**src/rtl/aes128_state_collector_if.sv**
```systemverilog
// Byte-stream bus between the sub-bytes stage (master) and the state collector (slave).
interface aes128_state_collector_if #(
    parameter int N_BYTES = 16
);
    logic                   clear_i;
    logic [7:0]             data_i;
    logic [3:0]             addr_i;
    logic                   valid_i;
    logic                   done_i;
    logic                   consume_i;
    logic [N_BYTES*8-1:0]   state_o;
    logic                   state_valid_o;
    logic [N_BYTES-1:0]     byte_mask_o;
    logic                   busy_o;
    logic                   err_o;

    modport master (
        output clear_i, data_i, addr_i, valid_i, done_i, consume_i,
        input  state_o, state_valid_o, byte_mask_o, busy_o, err_o
    );

    modport slave (
        input  clear_i, data_i, addr_i, valid_i, done_i, consume_i,
        output state_o, state_valid_o, byte_mask_o, busy_o, err_o
    );
endinterface

```
**src/rtl/aes128_state_collector.sv**
```systemverilog
// Collects AES byte writes into a 16-byte state and hands it on with a valid/consume handshake.
// Define AES128_COLLECT_ERR_EN to build the sticky protocol-error flag (err_o tied 0 otherwise).
module aes128_state_collector #(
    parameter int N_BYTES = 16
) (
    input  logic                  clk_i,
    input  logic                  rst_i,
    aes128_state_collector_if.slave bus
);
    typedef enum logic [1:0] {
        IDLE    = 2'd0,
        COLLECT = 2'd1,
        FULL    = 2'd2
    } state_t;

    state_t               state_q, state_n;
    logic [N_BYTES-1:0]   mask_q, mask_n, mask_w, addr_bit;
    logic [N_BYTES*8-1:0] data_q;
    logic                 busy_q, valid_q;
    logic                 in_range, hit, wr_en;

    always_comb begin
        in_range = ({28'd0, bus.addr_i} < 32'(N_BYTES));
        hit      = bus.valid_i && in_range;
        addr_bit = '0;
        if (in_range)
            addr_bit[bus.addr_i] = 1'b1;
        mask_w   = mask_q | (hit ? addr_bit : '0);

        state_n  = state_q;
        mask_n   = mask_q;
        wr_en    = 1'b0;

        if (bus.clear_i) begin
            state_n = IDLE;
            mask_n  = '0;
        end else begin
            case (state_q)
                IDLE: begin
                    if (hit) begin
                        wr_en   = 1'b1;
                        mask_n  = addr_bit;
                        state_n = (&addr_bit) ? FULL : COLLECT;
                    end
                end
                COLLECT: begin
                    wr_en  = hit;
                    mask_n = mask_w;
                    // A completing write wins over a same-cycle done_i.
                    if (&mask_w) begin
                        state_n = FULL;
                    end else if (bus.done_i) begin
                        mask_n  = '0;
                        state_n = IDLE;
                    end
                end
                FULL: begin
                    if (bus.consume_i) begin
                        wr_en   = hit;
                        mask_n  = hit ? addr_bit : '0;
                        state_n = hit ? ((&addr_bit) ? FULL : COLLECT) : IDLE;
                    end
                end
                default: begin
                    state_n = IDLE;
                    mask_n  = '0;
                end
            endcase
        end
    end

    always_ff @(posedge clk_i) begin
        if (rst_i) begin
            state_q <= IDLE;
            mask_q  <= '0;
            data_q  <= '0;
            busy_q  <= 1'b0;
            valid_q <= 1'b0;
        end else begin
            state_q <= state_n;
            mask_q  <= mask_n;
            busy_q  <= (state_n == COLLECT);
            valid_q <= (state_n == FULL);
            if (wr_en)
                data_q[{bus.addr_i, 3'b000} +: 8] <= bus.data_i;
        end
    end

`ifdef AES128_COLLECT_ERR_EN
    logic err_q, err_evt;

    always_comb begin
        err_evt = 1'b0;
        if (!bus.clear_i) begin
            if (bus.valid_i && !in_range)
                err_evt = 1'b1;
            if (state_q == COLLECT && hit && (|(mask_q & addr_bit)))
                err_evt = 1'b1;
            if (state_q == COLLECT && bus.done_i && !(&mask_w))
                err_evt = 1'b1;
            if (state_q == FULL && !bus.consume_i && bus.valid_i)
                err_evt = 1'b1;
        end
    end

    // Sticky until clear_i or reset.
    always_ff @(posedge clk_i) begin
        if (rst_i)
            err_q <= 1'b0;
        else if (bus.clear_i)
            err_q <= 1'b0;
        else if (err_evt)
            err_q <= 1'b1;
    end

    assign bus.err_o = err_q;
`else
    assign bus.err_o = 1'b0;
`endif

    assign bus.state_o       = data_q;
    assign bus.byte_mask_o   = mask_q;
    assign bus.busy_o        = busy_q;
    assign bus.state_valid_o = valid_q;
endmodule

```
**src/flat_wrapper.sv**
```systemverilog
// flat-port wrapper written by rule: the top's interface ports become plain ports
module aes128_state_collector_flat 
#(
    parameter int N_BYTES = 16
)
  (clk_i, rst_i, bus_clear_i, bus_data_i, bus_addr_i, bus_valid_i, bus_done_i, bus_consume_i, bus_state_o, bus_state_valid_o, bus_byte_mask_o, bus_busy_o, bus_err_o);
  aes128_state_collector_if #(.N_BYTES(N_BYTES)) bus_i ();
  input  logic clk_i;
  input  logic rst_i;
  input wire logic [$bits(bus_i.clear_i)-1:0] bus_clear_i;
  input wire logic [$bits(bus_i.data_i)-1:0] bus_data_i;
  input wire logic [$bits(bus_i.addr_i)-1:0] bus_addr_i;
  input wire logic [$bits(bus_i.valid_i)-1:0] bus_valid_i;
  input wire logic [$bits(bus_i.done_i)-1:0] bus_done_i;
  input wire logic [$bits(bus_i.consume_i)-1:0] bus_consume_i;
  output wire logic [$bits(bus_i.state_o)-1:0] bus_state_o;
  output wire logic [$bits(bus_i.state_valid_o)-1:0] bus_state_valid_o;
  output wire logic [$bits(bus_i.byte_mask_o)-1:0] bus_byte_mask_o;
  output wire logic [$bits(bus_i.busy_o)-1:0] bus_busy_o;
  output wire logic [$bits(bus_i.err_o)-1:0] bus_err_o;
  assign bus_i.clear_i = bus_clear_i;
  assign bus_i.data_i = bus_data_i;
  assign bus_i.addr_i = bus_addr_i;
  assign bus_i.valid_i = bus_valid_i;
  assign bus_i.done_i = bus_done_i;
  assign bus_i.consume_i = bus_consume_i;
  assign bus_state_o = bus_i.state_o;
  assign bus_state_valid_o = bus_i.state_valid_o;
  assign bus_byte_mask_o = bus_i.byte_mask_o;
  assign bus_busy_o = bus_i.busy_o;
  assign bus_err_o = bus_i.err_o;
  aes128_state_collector #(.N_BYTES(N_BYTES)) u_core (.clk_i(clk_i), .rst_i(rst_i), .bus(bus_i));
endmodule
```
**config.mk**
```make
export PLATFORM = sky130hd
export DESIGN_NAME = aes128_state_collector_flat
export DESIGN_NICKNAME = d
export VERILOG_FILES = /design/src/rtl/aes128_state_collector_if.sv /design/src/rtl/aes128_state_collector.sv /design/src/flat_wrapper.sv
export SDC_FILE = /design/constraint.sdc
export NUM_CORES = 1
export LEC_CHECK = 0
export BUFFER_PORTS_ARGS = -buffer_cell sky130_fd_sc_hd__buf_2
export CAP_MARGIN = 25
export CORE_MARGIN = 2
export CORE_UTILIZATION = 52
export CTS_CLUSTER_SIZE = 16
export DETAILED_ROUTE_END_ITERATION = 16
export PLACE_DENSITY_LB_ADDON = 0.25
export SLEW_MARGIN = 20
export SYNTH_ARGS = -nofsm -noshare
export SYNTH_HDL_FRONTEND = slang
export SYNTH_SLANG_ARGS = --single-unit
```
**constraint.sdc**
```tcl
create_clock -name clk_i -period 2.9 [get_ports clk_i]
set_input_delay 0.29 -clock clk_i [delete_from_list [all_inputs] [get_ports clk_i]]
set_output_delay 0.29 -clock clk_i [all_outputs]
set_load 0.02 [all_outputs]
```
# Word-level counts from Yosys, hierarchy flattened
# Cells that the tools add are included.
# word_totals
register_bits	148
out_inout_bits	147
# classes
add_sub_neg	1
order_cmp	2
eq_ne	6
shifts	2
n_mux	21
bitwise_logic	1
reduce_logical	6
# op_table
cell	count
bitwise mux 128 bit	1
variable shift 8 x 9 -> 128 bit (first input constant)	1
variable part select 8 x 9 -> 128 bit	1
2-to-1 mux 16 bit	5
case mux 16 bit (3 select lines)	1
AND reduction 16 bit	2
OR 16 bit	1
2-to-1 mux 2 bit	7
negation 7 -> 9 bit	1
case mux 2 bit (3 select lines)	1
less-than comparator 4 x 5 -> 1 bit (second input constant)	1
demux 1 bit (select 4 bit)	1
== test 2 x 1 -> 1 bit (second input constant)	2
== test 2 bit (second input constant)	2
>= comparator 4 x 1 -> 1 bit (second input constant)	1
2-to-1 mux 1 bit	4
!= test 2 bit (second input constant)	2
case mux 1 bit (3 select lines)	1
zero test 2 bit	1
AND reduction 2 bit	1
OR reduction 2 bit	1
logical AND 1 bit	1

# Logic depth before layout (Yosys ltp)
# Gate-level depths: netlist of the first run.
# logic_depth
ltp_word	11
ltp_mapped	11
ltp_nobuf	8

# Worst setup path after synthesis of the first run
# OpenSTA, ideal clock, no wires.
# synth_timing
kind	input-to-reg
startpoint	input bus_addr_i[0]
endpoint	register u_core.mask_q[15], in the netlist u_core.bus.byte_mask_o[15]
arrival_time_ns	2.118
required_ns	2.828
path_slack_ns	0.711
stages	10
cell_sequence	clkbuf_1 inv_1 ha_1 clkbuf_1 nand2_1 a211o_1 a22oi_2 nand4_4 or4_1 a2bb2oi_1
# synth_via
elab_chain_cells	9
elab_cells_between_ends	13
cone_classes	order compare: 2; mux: 8; bitwise: 1; reduce/logical: 2
# synth_rtl
element	line	rtl
start, declared	flat_wrapper.sv:12	input wire logic [$bits(bus_i.addr_i)-1:0] bus_addr_i;
less-than comparator 4 x 5 -> 1 bit (not written as such) / >= comparator 4 x 1 -> 1 bit (equally long branches)	aes128_state_collector.sv:27	addr_bit[bus.addr_i] = 1'b1;
logical AND 1 bit (not written as such)	aes128_state_collector.sv:27	
2-to-1 mux 1 bit (not written as such)	aes128_state_collector.sv:27	
demux 1 bit (select 4 bit) (*)	n/a	
2-to-1 mux 16 bit	aes128_state_collector.sv:28, aes128_state_collector.sv:60	
OR 16 bit	aes128_state_collector.sv:28	mask_w = mask_q | (hit ? addr_bit : '0);
AND reduction 16 bit / 2-to-1 mux 16 bit (equally long branches)	aes128_state_collector.sv:50, aes128_state_collector.sv:52	
2-to-1 mux 16 bit	aes128_state_collector.sv:50	if (&mask_w) begin
case mux 16 bit (3 select lines) (*)	aes128_state_collector.sv:38	case (state_q)
end signal, assigned	aes128_state_collector.sv:81	mask_q <= mask_n;
end, declared	aes128_state_collector.sv:17	logic [N_BYTES-1:0] mask_q, mask_n, mask_w, addr_bit;
# Mark *: on every way between the ends. The rest lies on a longest branch, timed or not. The select of a mux whose other input is x is not followed.
# A chain may end at the register's enable or synchronous reset.

# Worst setup path in the final report of the first run
# layout_timing
startpoint	input bus_addr_i[0]
endpoint	register u_core.data_q[112], in the netlist u_core.bus.state_o[112]
# layout_via
elab_chain_cells	3
elab_cells_between_ends	4
cone_classes	add/sub: 1; shift: 2; mux: 1
# layout_rtl
element	line	rtl
negation 7 -> 9 bit (*)	aes128_state_collector.sv:85	data_q[{bus.addr_i, 3'b000} +: 8] <= bus.data_i;
variable part select 8 x 9 -> 128 bit / variable shift 8 x 9 -> 128 bit (equally long branches)	aes128_state_collector.sv:85	
bitwise mux 128 bit (*)	aes128_state_collector.sv:85	
end signal, assigned by index	aes128_state_collector.sv:85	
end, declared	aes128_state_collector.sv:18	logic [N_BYTES*8-1:0] data_q;
# Mark *: on every way between the ends. The rest lies on a longest branch, timed or not.

==> impl_metrics.py, run 1 <==
metrics = {
    "sta": {
        "slew_headroom_pct": 46.8,
        "setup_ws_ns": 0.616,
        "tns_ns": 0,
        "fin_crit_ns": 2.28,
        "fmax_ghz": 0.438,
        "skew_ns": 0.00714,
        "tightest_slew_ns": 0.797,
        "rsz0062_at_grt": "no",
        "slew_violations": 0,
        "finalCritPeriodShare_pct": 78.8,
        "setup-violations-final": 0,
        "hold_viol": 0,
    },
    "setup_path": {
        "r2r-start": "u_core.state_q[0]$_SDFF_PP0_",
        "slowest_delay_ns": 0.50,
        "r2r_cells": 7,
        "path_max_fanout": 16,
        "startpoint": "bus_addr_i[0]",
        "crit_slowest_cell": "and3_1",
        "crit_type": "in -> reg",
        "crit_chain": "buf_2, inv_1, ha_1, or3b_2, a211oi_2, and3_1, mux2i_1, nor2_1",
        "critPathRequiredTime_ns": 3.19,
        "rrSetupSlack_ns": 0.63,
        "crit_family": "simple AND/OR/NAND/NOR gates",
        "r2r-end": "u_core.bus.state_o[8]$_SDFFE_PP0P_",
        "critPathBufInv": 2,
        "crit_cells": 8,
        "start_kind": "input pin",
        "setup.worst_path.end": "u_core.bus.state_o[112]$_SDFFE_PP0P_",
        "critPathArrivalTime_ns": 2.58,
        "end_kind": "flip-flop",
    },
    "route": {
        "postRouteAntennaNets": 0,
        "firstDrtPassIters": 7,
        "wl_mm": 16.3,
        "vias_per_cell": 5.51,
        "route.detailed.drc": 0,
        "post_drt_wl_per_cell_um": 17.4,
        "vias": 5162,
        "dr.first_iter.drc_count": 394,
    },
    "logic_synthesis": {
        "synth-seq-area-share_pct": 49.2,
        "async_flop_share_pct": 0,
        "syn_inst": 635,
        "synthTopCellsByArea": "dfxtp_1 (49%), mux2i_1 (19%), nor2_1 (7.8%)",
        "synth_area_mm2": 0.00603,
        "syn_nets": 657,
        "synth-edff-count": 0,
        "ys.flop_type": "dfxtp_1",
        "synth_area_per_cell_um2": 9.49,
        "yosysTopAreaCell": "dfxtp_1",
        "synth-seq-cells": 148,
        "yosysWarnings": 0,
        "ys_types": 48,
        "synth_top_area_share_pct": 49.2,
    },
    "clock_network": {
        "tritoncts": "yes",
        "cts_resized": 0,
        "clockRootBuffer": "clkbuf_16",
        "h-tree-depth": 4,
        "cts.sinks": 148,
        "ctsLongestPathBuffers": 2,
        "insertion_delay_ns": 0.42,
        "cts.clk_slew.worst_paths_ns": 0.06,
        "post_cts_buffers": 0,
        "numCtsBuffers": 17,
        "hold_buffers": 0,
    },
    "flow_run": {
        "max_cap_viol_count": 0,
    },
    "pwr": {
        "leakage_nw": 3.79,
        "p_total_mw": 4.52,
        "ir_drop_v": 0.000437,
        "p_per_area_mw_per_mm2": 605,
    },
    "placement": {
        "place_ws_ns": 0.202,
        "hpwl_mm": 11.4,
        "io_buffers": 163,
        "gp_congestion": 0.895,
    },
    "cells_and_area": {
        "n_antenna_cell": 0,
        "nets": 803,
        "syn2layout_area_growth_pct": 24.0,
        "drive_above_1_share_pct": 26.6,
    },
    "die": {
        "pin_count": 165,
        "dieArea_mm2": 0.0125,
        "die_height_um": 112,
        "core_mm2": 0.0114,
        "die_w_um": 112,
        "row_count": 39,
        "start_util_pct": 53.0,
    },
    "grt": {
        "grt-ovfl-total": 0,
        "antenna_found_initial": 0,
        "grt_pass1_wl_mm": 26.1,
        "grt_max_degree": 81,
        "grt_pass1_vias": 4893,
        "grt_use_total_pct": 26.5,
    },
    "worst_hold_path": {
        "hp-class": "in -> reg",
    },
    "run_status": {
        "status": "complete, no violations",
    },
}
-- worst min-delay path by stage --
stage | cells past startpoint | from | to | slack, ns
2_1_floorplan | 2 | bus_clear_i | u_core.bus.state_valid_o$_SDFF_PP0_ | 0.50
3_3_place_gp | 2 | u_core.bus.state_o[97]$_SDFFE_PP0P_ | u_core.bus.state_o[97]$_SDFFE_PP0P_ | 0.44
3_5_place_dp | 2 | u_core.bus.state_o[103]$_SDFFE_PP0P_ | u_core.bus.state_o[103]$_SDFFE_PP0P_ | 0.45
4_1_cts | 3 | rst_i | u_core.state_q[1]$_SDFF_PP0_ | 0.22
5_1_grt | 3 | rst_i | u_core.state_q[1]$_SDFF_PP0_ | 0.26
6_report | 3 | rst_i | u_core.state_q[1]$_SDFF_PP0_ | 0.23
-- metal layers --
layer / global-route usage [%] / routed length (µm) / vias up
met5: 0 / 0 / -
met3: 8.11 / 1300 / 35
met2: 41.1 / 7550 / 212
li1: - / - / 2467
met4: 12.6 / 458 / 0
met1: 33.8 / 7010 / 2448
-- cell type report --
| class | count | area, µm² |
|---|---|---|
| tap | 143 | 179 |
| clock buffer | 23 | 478 |
| inverter | 6 | 22.5 |
| multi-input combinational | 437 | 2830 |
| fill | 940 | 3900 |
| sequential | 148 | 2960 |
| clock inverter | 8 | 125 |
| timing repair buffer | 171 | 878 |
-- metrics by stage --
step / cell area [µm²] / util, % / hold slack (ns) / cells
floorplan: 6030 / - / 0.503 / 635
global placement: 6870 / 60.4 / 0.439 / 905
CTS: 7470 / 65.7 / 0.216 / 936
global route: 7470 / 65.7 / 0.259 / 936
finish: 7470 / 65.7 / 0.235 / 936
detailed placement: 6870 / 60.4 / 0.446 / 905
-- logic make-up (layout without fill, tap and decap cells) --
| group | after synthesis | count (layout) | synth area share, % |
|---|---|---|---|
| AOI/OAI and AO/OA | 70 | 70 | 8.66 |
| adders and majority gates | 4 | 4 | 0.831 |
| buffers and inverters | 50 | 208 | 3.90 |
| DFF | 148 | 148 | 49.2 |
| muxes | 112 | 112 | 18.6 |
| other | 1 | 1 | 0.0622 |
| and+or+nand+nor | 250 | 250 | 18.8 |
-- worst min-delay path: cells and delay by family --
family | cells | cell delay, ns
buffers and inverters | 1 | 0.10
AO/OA/AOI/OAI | 1 | 0.12
AND/OR/NAND/NOR | 1 | 0.10
-- cells in the mapped netlist, drive strengths merged (2+ instances only) --
cell type	instances
a211o	6
a21oi	22
a221o	10
a22oi	4
a32oi	3
and2	12
and3	15
buf	15
clkbuf	29
dfxtp	148
ha	4
inv	6
mux2i	112
nand2	50
nand2b	7
nand3	20
nor2	128
nor2b	5
nor3	4
o2111ai	2
o21a	2
o21ai	7
o21bai	3
o2bb2ai	4
-- registers in the layout, indices dropped and copies added, names as in the netlist --
register and count:
u_core.bus.byte_mask_o 16, u_core.state_q 2, u_core.bus.state_valid_o 1, u_core.bus.state_o 128, u_core.bus.busy_o 1
-- cells in the final DEF (no fill, tap or decap), types with 4 or more instances in the layout --
cell type  Yosys  routed
a211o_1        6       6
a21oi_1       22      22
a221o_1       10      10
and2_1        12      12
and3_1        15      15
buf_2          8     162
buf_4          4       9
clkbuf_16      0      17
dfxtp_1      148     148
ha_1           4       4
inv_1          6       6
mux2i_1      112     112
nand2_1       48      48
nand2b_1       7       7
nand3_1       20      20
nor2_1       126     126
nor2b_1        5       5
o21ai_0        6       6
o2bb2ai_1      4       4
-- power breakdown --
part / leakage (nW) / switching [mW] / total [mW] / internal (mW)
registers: 1.19 / 0.00761 / 2.05 / 2.04
logic: 2.30 / 0.173 / 0.239 / 0.0659
clock network: 0.293 / 0.817 / 2.23 / 1.42
Note: power is estimated with default switching activity, not from simulation.
==> run 2: changes to the inputs <==
==> constraint.sdc (replaced) <==
create_clock -name clk_i -period 2.37 [get_ports clk_i]
set_input_delay 0.237 -clock clk_i [delete_from_list [all_inputs] [get_ports clk_i]]
set_output_delay 0.237 -clock clk_i [all_outputs]
set_load 0.02 [all_outputs]
==> impl_metrics.py, run 2 (same netlist as run 1, synthesis figures left out) <==
metrics = {
    "pwr": {
        "ir_drop_v": 0.000541,
        "p_seq_share_pct": 45.2,
        "leakage_nw": 3.86,
        "swShare_pct": 22.9,
        "power.switching_mw": 1.27,
        "internal-power_mw": 4.28,
        "combPwrFrac_pct": 5.5,
        "clockPowerShare_pct": 49.3,
        "p_per_area_mw_per_mm2": 731,
    },
    "setup_path": {
        "end_kind": "flip-flop",
        "crit_slowest_cell": "o21ai_1",
        "crit_family": "compound AO/OA/AOI/OAI gates",
        "critPathArrivalTime_ns": 2.48,
        "crit_chain": "inv_1, o21ai_1, a21oi_1, nand2_1, mux2i_1, nor2_1",
        "crit_type": "reg -> reg",
        "start_kind": "flip-flop",
        "critPathBufInv": 1,
        "slowest_delay_ns": 0.49,
        "startpoint": "u_core.state_q[1]$_SDFF_PP0_",
        "crit_cells": 6,
        "r2r-start": "u_core.state_q[1]$_SDFF_PP0_",
        "path_max_fanout": 8,
        "critPathRequiredTime_ns": 2.65,
        "r2r_cells": 6,
    },
    "clock_network": {
        "cts_resized": 0,
        "cts.sinks": 148,
        "ctsLongestPathBuffers": 2,
        "insertion_delay_ns": 0.43,
        "cts.clk_slew.worst_paths_ns": 0.06,
        "tritoncts": "yes",
        "h-tree-depth": 4,
        "numCtsBuffers": 17,
        "clockRootBuffer": "clkbuf_16",
    },
    "flow_run": {
        "max_cap_viol_count": 0,
    },
    "placement": {
        "hpwl_mm": 11.5,
        "gp_congestion": 0.928,
        "placed_cells": 919,
        "io_buffers": 163,
    },
    "die": {
        "dieArea_mm2": 0.0125,
        "core_mm2": 0.0114,
        "die_w_um": 112,
        "row_count": 39,
        "start_util_pct": 53.0,
        "die_height_um": 112,
        "pin_count": 165,
    },
    "route": {
        "dr.first_iter.drc_count": 440,
        "wl_met3_mm": 1.33,
        "post_drt_wl_per_cell_um": 17.4,
        "drt-met1-wl_mm": 7.16,
        "vias_per_cell": 5.54,
        "route.detailed.drc": 0,
        "top_layer": "met4",
        "wl_mm": 16.6,
        "firstDrtPassIters": 5,
        "met2WireLength_mm": 7.80,
        "postRouteAntennaNets": 0,
        "vias": 5268,
    },
    "sta": {
        "rsz0062_at_grt": "yes",
        "whs_ns": 0.0479,
        "tightest_slew_ns": 0.710,
        "slew_headroom_pct": 52.7,
        "finalCritPeriodShare_pct": 92.8,
        "fmax_ghz": 0.455,
        "skew_ns": 0.00650,
        "setup-violations-final": 0,
        "fin_crit_ns": 2.20,
        "slew_violations": 0,
        "hold_viol": 0,
    },
    "worst_hold_path": {
        "whs_path_depth": 2,
        "hold_start": "rst_i",
        "hp-class": "in -> reg",
    },
    "cells_and_area": {
        "n_antenna_cell": 0,
        "most-common-layout-cells": "buf_2 (162), dfxtp_1 (148), nor2_1 (126), mux2i_1 (112), nand2_1 (48)",
        "syn2layout_area_growth_pct": 26.1,
        "drive_above_1_share_pct": 28.0,
        "nets": 817,
        "largest_reg_flops": 128,
        "final_common_cell": "buf_2",
        "fin_cells": 951,
    },
    "grt": {
        "grt-ovfl-total": 0,
        "grt_pass1_vias": 4988,
        "grt_max_degree": 71,
        "grt_use_total_pct": 26.8,
        "grt_pass1_wl_mm": 26.5,
        "antenna_found_initial": 0,
    },
    "run_status": {
        "status": "complete, no violations",
    },
}
[run 2: cell types whose count changed in the layout (fill, tap and decap cells not counted), sizes merged]
| cell | before | now |
|---|---|---|
| clkinv | 4 | 2 |
| buf | 171 | 185 |
| clkbuf | 23 | 21 |
| inv | 6 | 9 |
| clkinvlp | 1 | 3 |
[run 2: power groups by stage]
| stage | Clock, mW | Combinational, mW | Sequential, mW |
|---|---|---|---|
| final | 2.74 | 0.305 | 2.51 |
| after global placement | 0 | 0.295 | 2.56 |
| after global routing | 2.89 | 0.329 | 2.51 |
| after detailed placement | 0 | 0.299 | 2.57 |
| after floorplan | 0 | 0.187 | 2.58 |
| after CTS | 2.77 | 0.302 | 2.51 |
[run 2: final timing paths]
| kind | slack [ns] | end |
|---|---|---|
| worst min-delay path | 0.05 | u_core.bus.state_o[98]$_SDFFE_PP0P_ |
| worst max-delay path | 0.17 | u_core.bus.state_o[42]$_SDFFE_PP0P_ |
| worst max register to register | 0.17 | u_core.bus.state_o[42]$_SDFFE_PP0P_ |
| worst min register to register | 0.46 | u_core.bus.state_o[38]$_SDFFE_PP0P_ |
[run 2: metrics by stage]
step / instance area, µm² / power, mW / setup TNS [ns] / utilization (%) / worst slack (ns)
6_report: 7600 / 5.55 / 0 / 66.8 / 0.171
3_5_place_dp: 7000 / 2.86 / 0 / 61.6 / 0.159
5_1_grt: 7600 / 5.73 / -0.00291 / 66.8 / -0.00291
2_1_floorplan: 6030 / 2.76 / 0 / - / 0.234
4_1_cts: 7600 / 5.59 / 0 / 66.8 / 0.190
3_3_place_gp: 7000 / 2.86 / 0 / 61.6 / 0.216
[run 2: timing repair]
| item | in CTS | in global routing |
|---|---|---|
| hold buffers | 0 | 0 |
| setup endpoints to repair | 0 | 1 |
| buffers inserted | 0 | 0 |
[run 2: layout make-up]
class,count,area [µm²]
fillers,923,3770
flip-flops and latches,148,2960
multi-input cells,437,2830
repair buffers,185,1010
clock buffers,21,450
well taps,143,179
clock inverters,11,149
inverters,6,22.5
[run 2: metal layers]
| layer | vias to the layer above | global-route usage, % |
|---|---|---|
| met2 | 219 | 42.4 |
| met3 | 22 | 7.46 |
| met5 | - | 0 |
| met1 | 2522 | 35.3 |
| li1 | 2505 | - |
| met4 | 0 | 9.22 |
==> run 3: changes to the inputs <==
--- a/config.mk
+++ b/config.mk
@@ -6,12 +6,13 @@
 export NUM_CORES = 1
 export LEC_CHECK = 0
 export BUFFER_PORTS_ARGS = -buffer_cell sky130_fd_sc_hd__buf_2
-export CAP_MARGIN = 25
+export CAP_MARGIN = 10
 export CORE_MARGIN = 2
 export CORE_UTILIZATION = 52
 export CTS_CLUSTER_SIZE = 16
 export DETAILED_ROUTE_END_ITERATION = 16
 export PLACE_DENSITY_LB_ADDON = 0.25
+export RECOVER_POWER = 25
 export SLEW_MARGIN = 20
 export SYNTH_ARGS = -nofsm -noshare
 export SYNTH_HDL_FRONTEND = slang
==> impl_metrics.py, run 3 (same netlist as run 1, synthesis figures left out) <==
metrics = {
    "sta": {
        "setup-violations-final": 0,
        "skew_ns": 0.00675,
        "tightest_slew_ns": 0.712,
        "hold_viol": 0,
        "finalCritPeriodShare_pct": 93.1,
        "slew_violations": 0,
        "fmax_ghz": 0.453,
        "slew_headroom_pct": 52.5,
        "rsz0062_at_grt": "yes",
        "fin_crit_ns": 2.21,
    },
    "grt": {
        "antenna_found_initial": 0,
        "grt_pass1_vias": 4988,
        "grt-ovfl-total": 0,
        "grt_use_total_pct": 26.8,
        "grt_pass1_wl_mm": 26.5,
        "grt_max_degree": 71,
    },
    "die": {
        "row_count": 39,
        "die_w_um": 112,
        "start_util_pct": 53.0,
        "die_height_um": 112,
        "dieArea_mm2": 0.0125,
        "core_mm2": 0.0114,
        "pin_count": 165,
    },
    "setup_path": {
        "end_kind": "flip-flop",
        "critPathRequiredTime_ns": 2.65,
        "rrSetupSlack_ns": 0.16,
        "critPathArrivalTime_ns": 2.48,
        "path_max_fanout": 11,
        "start_kind": "flip-flop",
        "crit_type": "reg -> reg",
    },
    "route": {
        "post_drt_wl_per_cell_um": 17.4,
        "dr.first_iter.drc_count": 418,
        "firstDrtPassIters": 5,
        "postRouteAntennaNets": 0,
        "vias": 5282,
        "vias_per_cell": 5.55,
        "route.detailed.drc": 0,
        "wl_mm": 16.6,
    },
    "clock_network": {
        "tritoncts": "yes",
        "cts.clk_slew.worst_paths_ns": 0.06,
        "cts.sinks": 148,
        "h-tree-depth": 4,
        "ctsLongestPathBuffers": 2,
        "numCtsBuffers": 17,
        "clockRootBuffer": "clkbuf_16",
        "hold_buffers": 0,
        "insertion_delay_ns": 0.43,
        "cts_resized": 0,
        "post_cts_buffers": 0,
    },
    "pwr": {
        "p_per_area_mw_per_mm2": 739,
        "leakage_nw": 3.54,
        "p_total_mw": 5.55,
        "ir_drop_v": 0.000544,
    },
    "placement": {
        "io_buffers": 163,
        "hpwl_mm": 11.5,
        "gp_congestion": 0.928,
    },
    "cells_and_area": {
        "final_common_cell": "dfxtp_1",
        "seq_area_mm2": 0.00296,
        "final_util_pct": 66.1,
        "multi_input_area_mm2": 0.00283,
        "most-common-layout-cells": "dfxtp_1 (148), nor2_1 (126), mux2i_1 (112), buf_2 (90), clkbuf_1 (75)",
        "drive_above_1_share_pct": 19.1,
        "nets": 817,
        "fill_cells": 959,
        "largest_reg_flops": 128,
        "syn2layout_area_growth_pct": 24.6,
        "n_antenna_cell": 0,
    },
    "worst_hold_path": {
        "hp-class": "in -> reg",
    },
    "flow_run": {
        "max_cap_viol_count": 0,
    },
    "run_status": {
        "status": "complete, no violations",
    },
}
[run 3: where the power goes]
part	total, mW	internal, mW	leakage [nW]	switching, mW
Clock	2.74	1.69	0.284	1.05
Sequential	2.51	2.50	1.19	0.00964
Combinational	0.304	0.0894	2.06	0.215
Total	5.55	4.28	3.54	1.27
[run 3: area by class of cell]
cell class,count,area share [%]
tap,143,2.38
timing repair buffer,185,12.2
sequential,148,39.5
multi-input combinational,437,37.7
inverter,6,0.300
clock buffer,21,6.00
clock inverter,11,1.98
[run 3: critical path: stages (launching register included)]
cell and delay [ns]:
dfxtp_1 0.50, nor2b_1 0.09, o21ai_1 0.47, a21oi_1 0.20
nand2_1 0.48, mux2i_1 0.24, nor2_1 0.07
[run 3: worst paths after layout]
kind	startpoint	to	cells after the start
hold / removal	rst_i	u_core.bus.state_o[98]$_SDFFE_PP0P_	2
setup / recovery	u_core.state_q[0]$_SDFF_PP0_	u_core.bus.state_o[42]$_SDFFE_PP0P_	6
setup reg to reg	u_core.state_q[0]$_SDFF_PP0_	u_core.bus.state_o[42]$_SDFFE_PP0P_	6
hold reg to reg	u_core.bus.state_o[38]$_SDFFE_PP0P_	u_core.bus.state_o[38]$_SDFFE_PP0P_	2
[run 3: per-layer routing]
layer | global-route usage, % | wire length [µm] | vias to the layer above
met2 | 42.4 | 7810 | 204
met4 | 9.22 | 258 | 0
met3 | 7.46 | 1230 | 22
met1 | 35.3 | 7260 | 2550
li1 | - | - | 2506
met5 | 0 | 0 | -
[run 3: stage by stage]
stage	TNS [ns]	instance area [µm²]	setup slack, ns	hold WS [ns]	std cells
6_report	0	7510	0.165	0.0484	951
3_3_place_gp	0	7000	0.216	0.441	919
2_1_floorplan	0	6030	0.234	0.450	635
3_5_place_dp	0	7000	0.159	0.451	919
5_1_grt	-0.00291	7510	-0.00291	0.0383	951
4_1_cts	0	7600	0.190	0.0309	951
